<file path="src/rtl/out_change_fifo.sv">
// Samples a bus on enabled cycles and queues each changed value in a small FWFT FIFO.
// Optional saturating dropped-change counter when OUT_CHANGE_DROP_CNT_EN is defined.
module out_change_fifo #(
   parameter int DATA_W = 6,
   parameter int DEPTH  = 4,
   parameter int CNT_W  = 8
) (
   input  logic              clk,
   input  logic              rst,
   input  logic              smp_en,
   input  logic [DATA_W-1:0] in_data,
   input  logic              ovf_clr,
   output logic              rd_valid,
   input  logic              rd_ready,
   output logic [DATA_W-1:0] rd_data,
   output logic              full,
   output logic [CNT_W-1:0]  change_cnt,
   output logic              overflow,
   output logic [CNT_W-1:0]  drop_cnt
);

   localparam int PTR_W  = (DEPTH > 1) ? $clog2(DEPTH) : 1;
   localparam int FILL_W = PTR_W + 1;
   localparam logic [FILL_W-1:0] DEPTH_F = FILL_W'(DEPTH);
   localparam logic [FILL_W-1:0] FILL_ZERO = {FILL_W{1'b0}};

   logic [DATA_W-1:0] prev_r;
   logic              primed_r;
   logic [DATA_W-1:0] mem_r [DEPTH];
   logic [PTR_W-1:0]  wr_ptr_r;
   logic [PTR_W-1:0]  rd_ptr_r;
   logic [FILL_W-1:0] fill_r;

   logic              change_s;
   logic              pop_s;
   logic              push_s;
   logic              drop_s;
   logic [PTR_W-1:0]  rd_ptr_nxt_s;
   logic [FILL_W-1:0] fill_after_pop_s;
   logic [FILL_W-1:0] fill_nxt_s;
   logic [DATA_W-1:0] head_nxt_s;

   // Change detection, push/pop decisions and the next FIFO head value.
   always_comb begin
      change_s         = 1'b0;
      pop_s            = rd_valid & rd_ready;
      push_s           = 1'b0;
      drop_s           = 1'b0;
      rd_ptr_nxt_s     = rd_ptr_r;
      fill_after_pop_s = fill_r;
      fill_nxt_s       = fill_r;
      head_nxt_s       = {DATA_W{1'b0}};

      if (smp_en) begin
         change_s = !primed_r || (in_data != prev_r);
      end else begin
         change_s = 1'b0;
      end

      // A pop in the same cycle frees the slot, so a full FIFO still accepts.
      push_s = change_s && (!full || pop_s);
      drop_s = change_s && full && !pop_s;

      if (pop_s) begin
         rd_ptr_nxt_s     = rd_ptr_r + PTR_W'(1);
         fill_after_pop_s = fill_r - FILL_W'(1);
      end else begin
         rd_ptr_nxt_s     = rd_ptr_r;
         fill_after_pop_s = fill_r;
      end

      if (push_s) begin
         fill_nxt_s = fill_after_pop_s + FILL_W'(1);
      end else begin
         fill_nxt_s = fill_after_pop_s;
      end

      // The head is registered, so a write into an otherwise-empty FIFO becomes the head directly.
      if (fill_nxt_s == FILL_ZERO) begin
         head_nxt_s = {DATA_W{1'b0}};
      end else if (push_s && (fill_after_pop_s == FILL_ZERO)) begin
         head_nxt_s = in_data;
      end else begin
         head_nxt_s = mem_r[rd_ptr_nxt_s];
      end
   end

   // Sample history, FIFO storage/pointers, registered status outputs and change counter.
   always_ff @(posedge clk) begin
      if (rst) begin
         prev_r     <= {DATA_W{1'b0}};
         primed_r   <= 1'b0;
         wr_ptr_r   <= {PTR_W{1'b0}};
         rd_ptr_r   <= {PTR_W{1'b0}};
         fill_r     <= FILL_ZERO;
         rd_valid   <= 1'b0;
         rd_data    <= {DATA_W{1'b0}};
         full       <= 1'b0;
         change_cnt <= {CNT_W{1'b0}};
         overflow   <= 1'b0;
         for (int i = 0; i < DEPTH; i++) begin
            mem_r[i] <= {DATA_W{1'b0}};
         end
      end else begin
         if (smp_en) begin
            prev_r   <= in_data;
            primed_r <= 1'b1;
         end
         if (push_s) begin
            mem_r[wr_ptr_r] <= in_data;
            wr_ptr_r        <= wr_ptr_r + PTR_W'(1);
         end
         rd_ptr_r <= rd_ptr_nxt_s;
         fill_r   <= fill_nxt_s;
         rd_valid <= (fill_nxt_s != FILL_ZERO);
         full     <= (fill_nxt_s == DEPTH_F);
         rd_data  <= head_nxt_s;
         if (change_s) begin
            change_cnt <= change_cnt + CNT_W'(1);
         end
         if (drop_s) begin
            overflow <= 1'b1;
         end else if (ovf_clr) begin
            overflow <= 1'b0;
         end
      end
   end

`ifdef OUT_CHANGE_DROP_CNT_EN
   logic [CNT_W-1:0] drop_cnt_r;

   // Saturating count of changes lost to a full FIFO.
   always_ff @(posedge clk) begin
      if (rst) begin
         drop_cnt_r <= {CNT_W{1'b0}};
      end else if (drop_s && (drop_cnt_r != {CNT_W{1'b1}})) begin
         drop_cnt_r <= drop_cnt_r + CNT_W'(1);
      end
   end

   assign drop_cnt = drop_cnt_r;
`else
   assign drop_cnt = {CNT_W{1'b0}};
`endif

endmodule

</file>
<file path="config.mk">
export PLATFORM = sky130hd
export DESIGN_NAME = out_change_fifo
export DESIGN_NICKNAME = d
export VERILOG_FILES = /design/src/rtl/out_change_fifo.sv
export SDC_FILE = /design/constraint.sdc
export NUM_CORES = 1
export LEC_CHECK = 0
export BUFFER_PORTS_ARGS = -buffer_cell sky130_fd_sc_hd__buf_2
export CAP_MARGIN = 20
export CORE_UTILIZATION = 45
export DETAILED_ROUTE_END_ITERATION = 7
export REMOVE_ABC_BUFFERS = 1
export SKIP_CTS_REPAIR_TIMING = 1
export SLEW_MARGIN = 20
export SYNTH_ARGS = -nofsm -noshare
export SYNTH_HDL_FRONTEND = slang
export SYNTH_SLANG_ARGS = --single-unit
export TNS_END_PERCENT = 20
</file>
<file path="constraint.sdc">
create_clock -name clk -period 2.9 [get_ports clk]
set_input_delay 0.58 -clock clk [delete_from_list [all_inputs] [get_ports clk]]
set_output_delay 0.58 -clock clk [all_outputs]
set_load 0.1 [all_outputs]
</file>
==> summary.txt <==
area of the mapped netlist: 2758 um^2
routability cong.: 0.7555
CTS sink cnt: 55
Post-synth ARST share: 0%
final setup vio count: 0
Starting Density: 46.58%
DRT Pass-1 Iters: 4
Critical Path Fanout Max: 7
CTS buffer count: 5
commonest cells after routing, fill and taps aside: 31 x nor2_1, 31 x dfxtp_1, 27 x buf_2, 24 x edfxtp_1, 15 x and2_1
reg2reg start: fill_r[0]
Ant. Diodes: 0
Max Slew Vio Count: 0
Worst slew margin: 52.61%
clk root buf: clkbuf_8
synthesized area per cell: 12.09 um^2
Worst-path clk slew: 0.11 ns
routed via count: 1736
clk_lat worst skew: 0.31 ns
r2r endpoint: rd_data[5]
WP data required: 3.10 ns
Final Hold Viols: 0
Gate power share: 44.5%
drt wl/cell: 14.68 um
Power Dens Cells: 848.6 nW/um^2
site row count: 28
Slew @ Worst Pin: 0.7093 ns
grt ovf: 0
Worst path max stage delay: 0.39 ns
DIE AREA: 6445 um^2
Pleak: 1.285 nW
Setup TNS: 0 ns
startpoint types: flop
FILL cells: 534
hold_sp: overflow
critical path class: flop to flop
CP top delay family: compound AO/OA/AOI/OAI gates
CTS H-Tree Depth: 2
placed cell areas: 2969 um^2
Reg2Reg Depth: 10
largest net degree at the start of global routing: 28
Mapped Cells: 228
number of port buffers: 27
Nets: 276
min cycle time layout: 2.261 ns
reg-to-reg slack, setup: 0.64 ns
Die Span X: 80.28 um
first-pass GRT wire length: 8121 um
Internal: 0.001472 W
Layout Skew: 0.009579 ns
CP Cell Sequence: inv_1 > ha_1 > nor2_1 > a21oi_1 > inv_1 > ha_1 > xor3_1 > o211ai_1 > o221ai_2 > nor2_1
share of post-route cells with drive strength above 1: 27.86%
Ys Warns: 0
Layout area overhead: 10.84%
Initial DRC Count: 78
Crit. End Element: flop
DR DRC count: 0
hold endpoint: overflow
Synth Flop Type: dfxtp_1
sequential share of power: 39.0%
RSZ-0062 raised after global routing: no
antenna violations before repair: 0
Clock Path Buffers: 2
CTS tree: built
vias per cell: 5.151
DRT Wirelength: 4947 um
Max-Cap Viols: 0
vias in the first global route: 1593
post-DP HPWL: 3654 um
outcome: finished, final reports clean
Yosys cell types: 53
FMAX: 0.4423 GHz
Post-DRT Antenna Nets: 0
arrival time of the worst setup path: 2.46 ns
Buf/Inv on CP: 2
hold depth: 2
Final period util: 77.96%
I/O Pins: 36
Die Y-Extent: 80.28 um
Post-synth EDFFs: 24
sequential share of the synthesized area: 48.64%
slowest cell on the critical path: o221ai_2
#FFs+latches synth: 55
GRT Total Usage: 16.92%
Tightest Hold Check Type: flop to flop
Sw Ratio: 43.26%
clock power share: 16.5%
core area: 5921 um^2
sw power: 0.001122 W
fin area: 3057 um^2
total power: 0.002594 W
VDD IR max: 0.0005993 V
-- synth_stat cells (2+ instances only) --
master,n,share of area [%]
mux4_1,2,1.9
xnor2_1,8,2.5
and2_2,3,0.82
edfxtp_1,24,26
nand3_1,4,0.73
or2_2,2,0.45
nor2_1,31,4.2
ha_1,4,1.8
and3_1,5,1.1
dfxtp_1,31,23
nand2_1,5,0.68
buf_4,8,2.2
o211ai_1,5,1.4
and2_1,15,3.4
xnor2_2,6,3.5
o21ai_0,5,0.91
nor2b_1,2,0.45
xor2_1,4,1.3
a21oi_1,4,0.73
mux2i_1,13,4.7
clkbuf_1,2,0.27
mux4_2,4,3.3
inv_1,8,1.1
nand4_1,2,0.45
a2111oi_4,3,3.0
-- worst min-delay path: stages (launching register included) --
cell and delay (ns):
dfxtp_1 0.32, nand2b_1 0.06, a21oi_1 0.06
-- worst max-delay path by stage --
stage	start	endpoint	slack (ns)	cells past startpoint
6_report	fill_r[0]	rd_data[5]	0.64	10
5_1_grt	fill_r[0]	rd_data[4]	0.41	10
4_1_cts	fill_r[0]	rd_data[4]	0.64	10
3_5_place_dp	rd_ready	rd_data[4]	0.49	9
3_3_place_gp	rd_ready	rd_data[2]	0.57	9
2_1_floorplan	rd_valid	rd_data[0]	0.32	8
-- layer usage --
metal	wire (um)	share of wire (%)	global-route usage [%]
met5	0	0	0
met4	65	1.3	5.357
met3	160	3.2	3.068
met2	2310	47	27.09
met1	2410	49	23.14
-- flip-flops by register name, summed over array words and instances, names as in the netlist --
name        cells
rd_ptr_r        2
mem_r          24
change_cnt      8
primed_r        1
prev_r          6
wr_ptr_r        2
fill_r          3
rd_data         6
full            1
overflow        1
rd_valid        1
-- metrics by stage --
step                      setup slack (ns)  std cells  hold slack (ns)  util, %
after global placement              0.5698        329           0.4557    50.15
after floorplan                     0.3210        222           0.4904        -
after detailed placement            0.4871        329           0.4664    50.15
final                               0.6392        337           0.4761    51.63
after global routing                0.4127        337           0.5072    51.63
after CTS                           0.6382        337           0.4808    51.63
-- cells by family (layout without fill, tap and decap cells) --
| logic type | after synthesis | after routing | synth area share [%] |
|---|---|---|---|
| compound gates | 26 | 26 | 9.846 |
| xor+xnor | 20 | 20 | 8.802 |
| fa+ha+maj | 4 | 4 | 1.815 |
| buf+inv | 22 | 49 | 4.174 |
| flops | 55 | 55 | 48.64 |
| mux | 20 | 20 | 10.30 |
| other cells | 1 | 8 | 0.1360 |
| simple gates | 80 | 80 | 16.29 |
-- cell type report --
class	count	area (um^2)	share of cell area (%)
flip-flops and latches	55	1341	43.88
multi-input cells	158	1328	43.43
repair buffers	32	172.7	5.649
well taps	75	93.84	3.070
clock buffers	5	68.82	2.251
inverters	9	33.78	1.105
clock inverters	3	18.77	0.6140
-- power groups by stage --
stage	logic, W	clock network (W)	registers [W]
after floorplan	0.000605	0	0.00139
after global placement	0.00116	0	0.00103
after detailed placement	0.00116	0	0.00103
after CTS	0.00116	0.000447	0.00101
after global routing	0.00124	0.000477	0.00103
final	0.00116	0.000427	0.00101
Power figures use the tool's default switching activity.
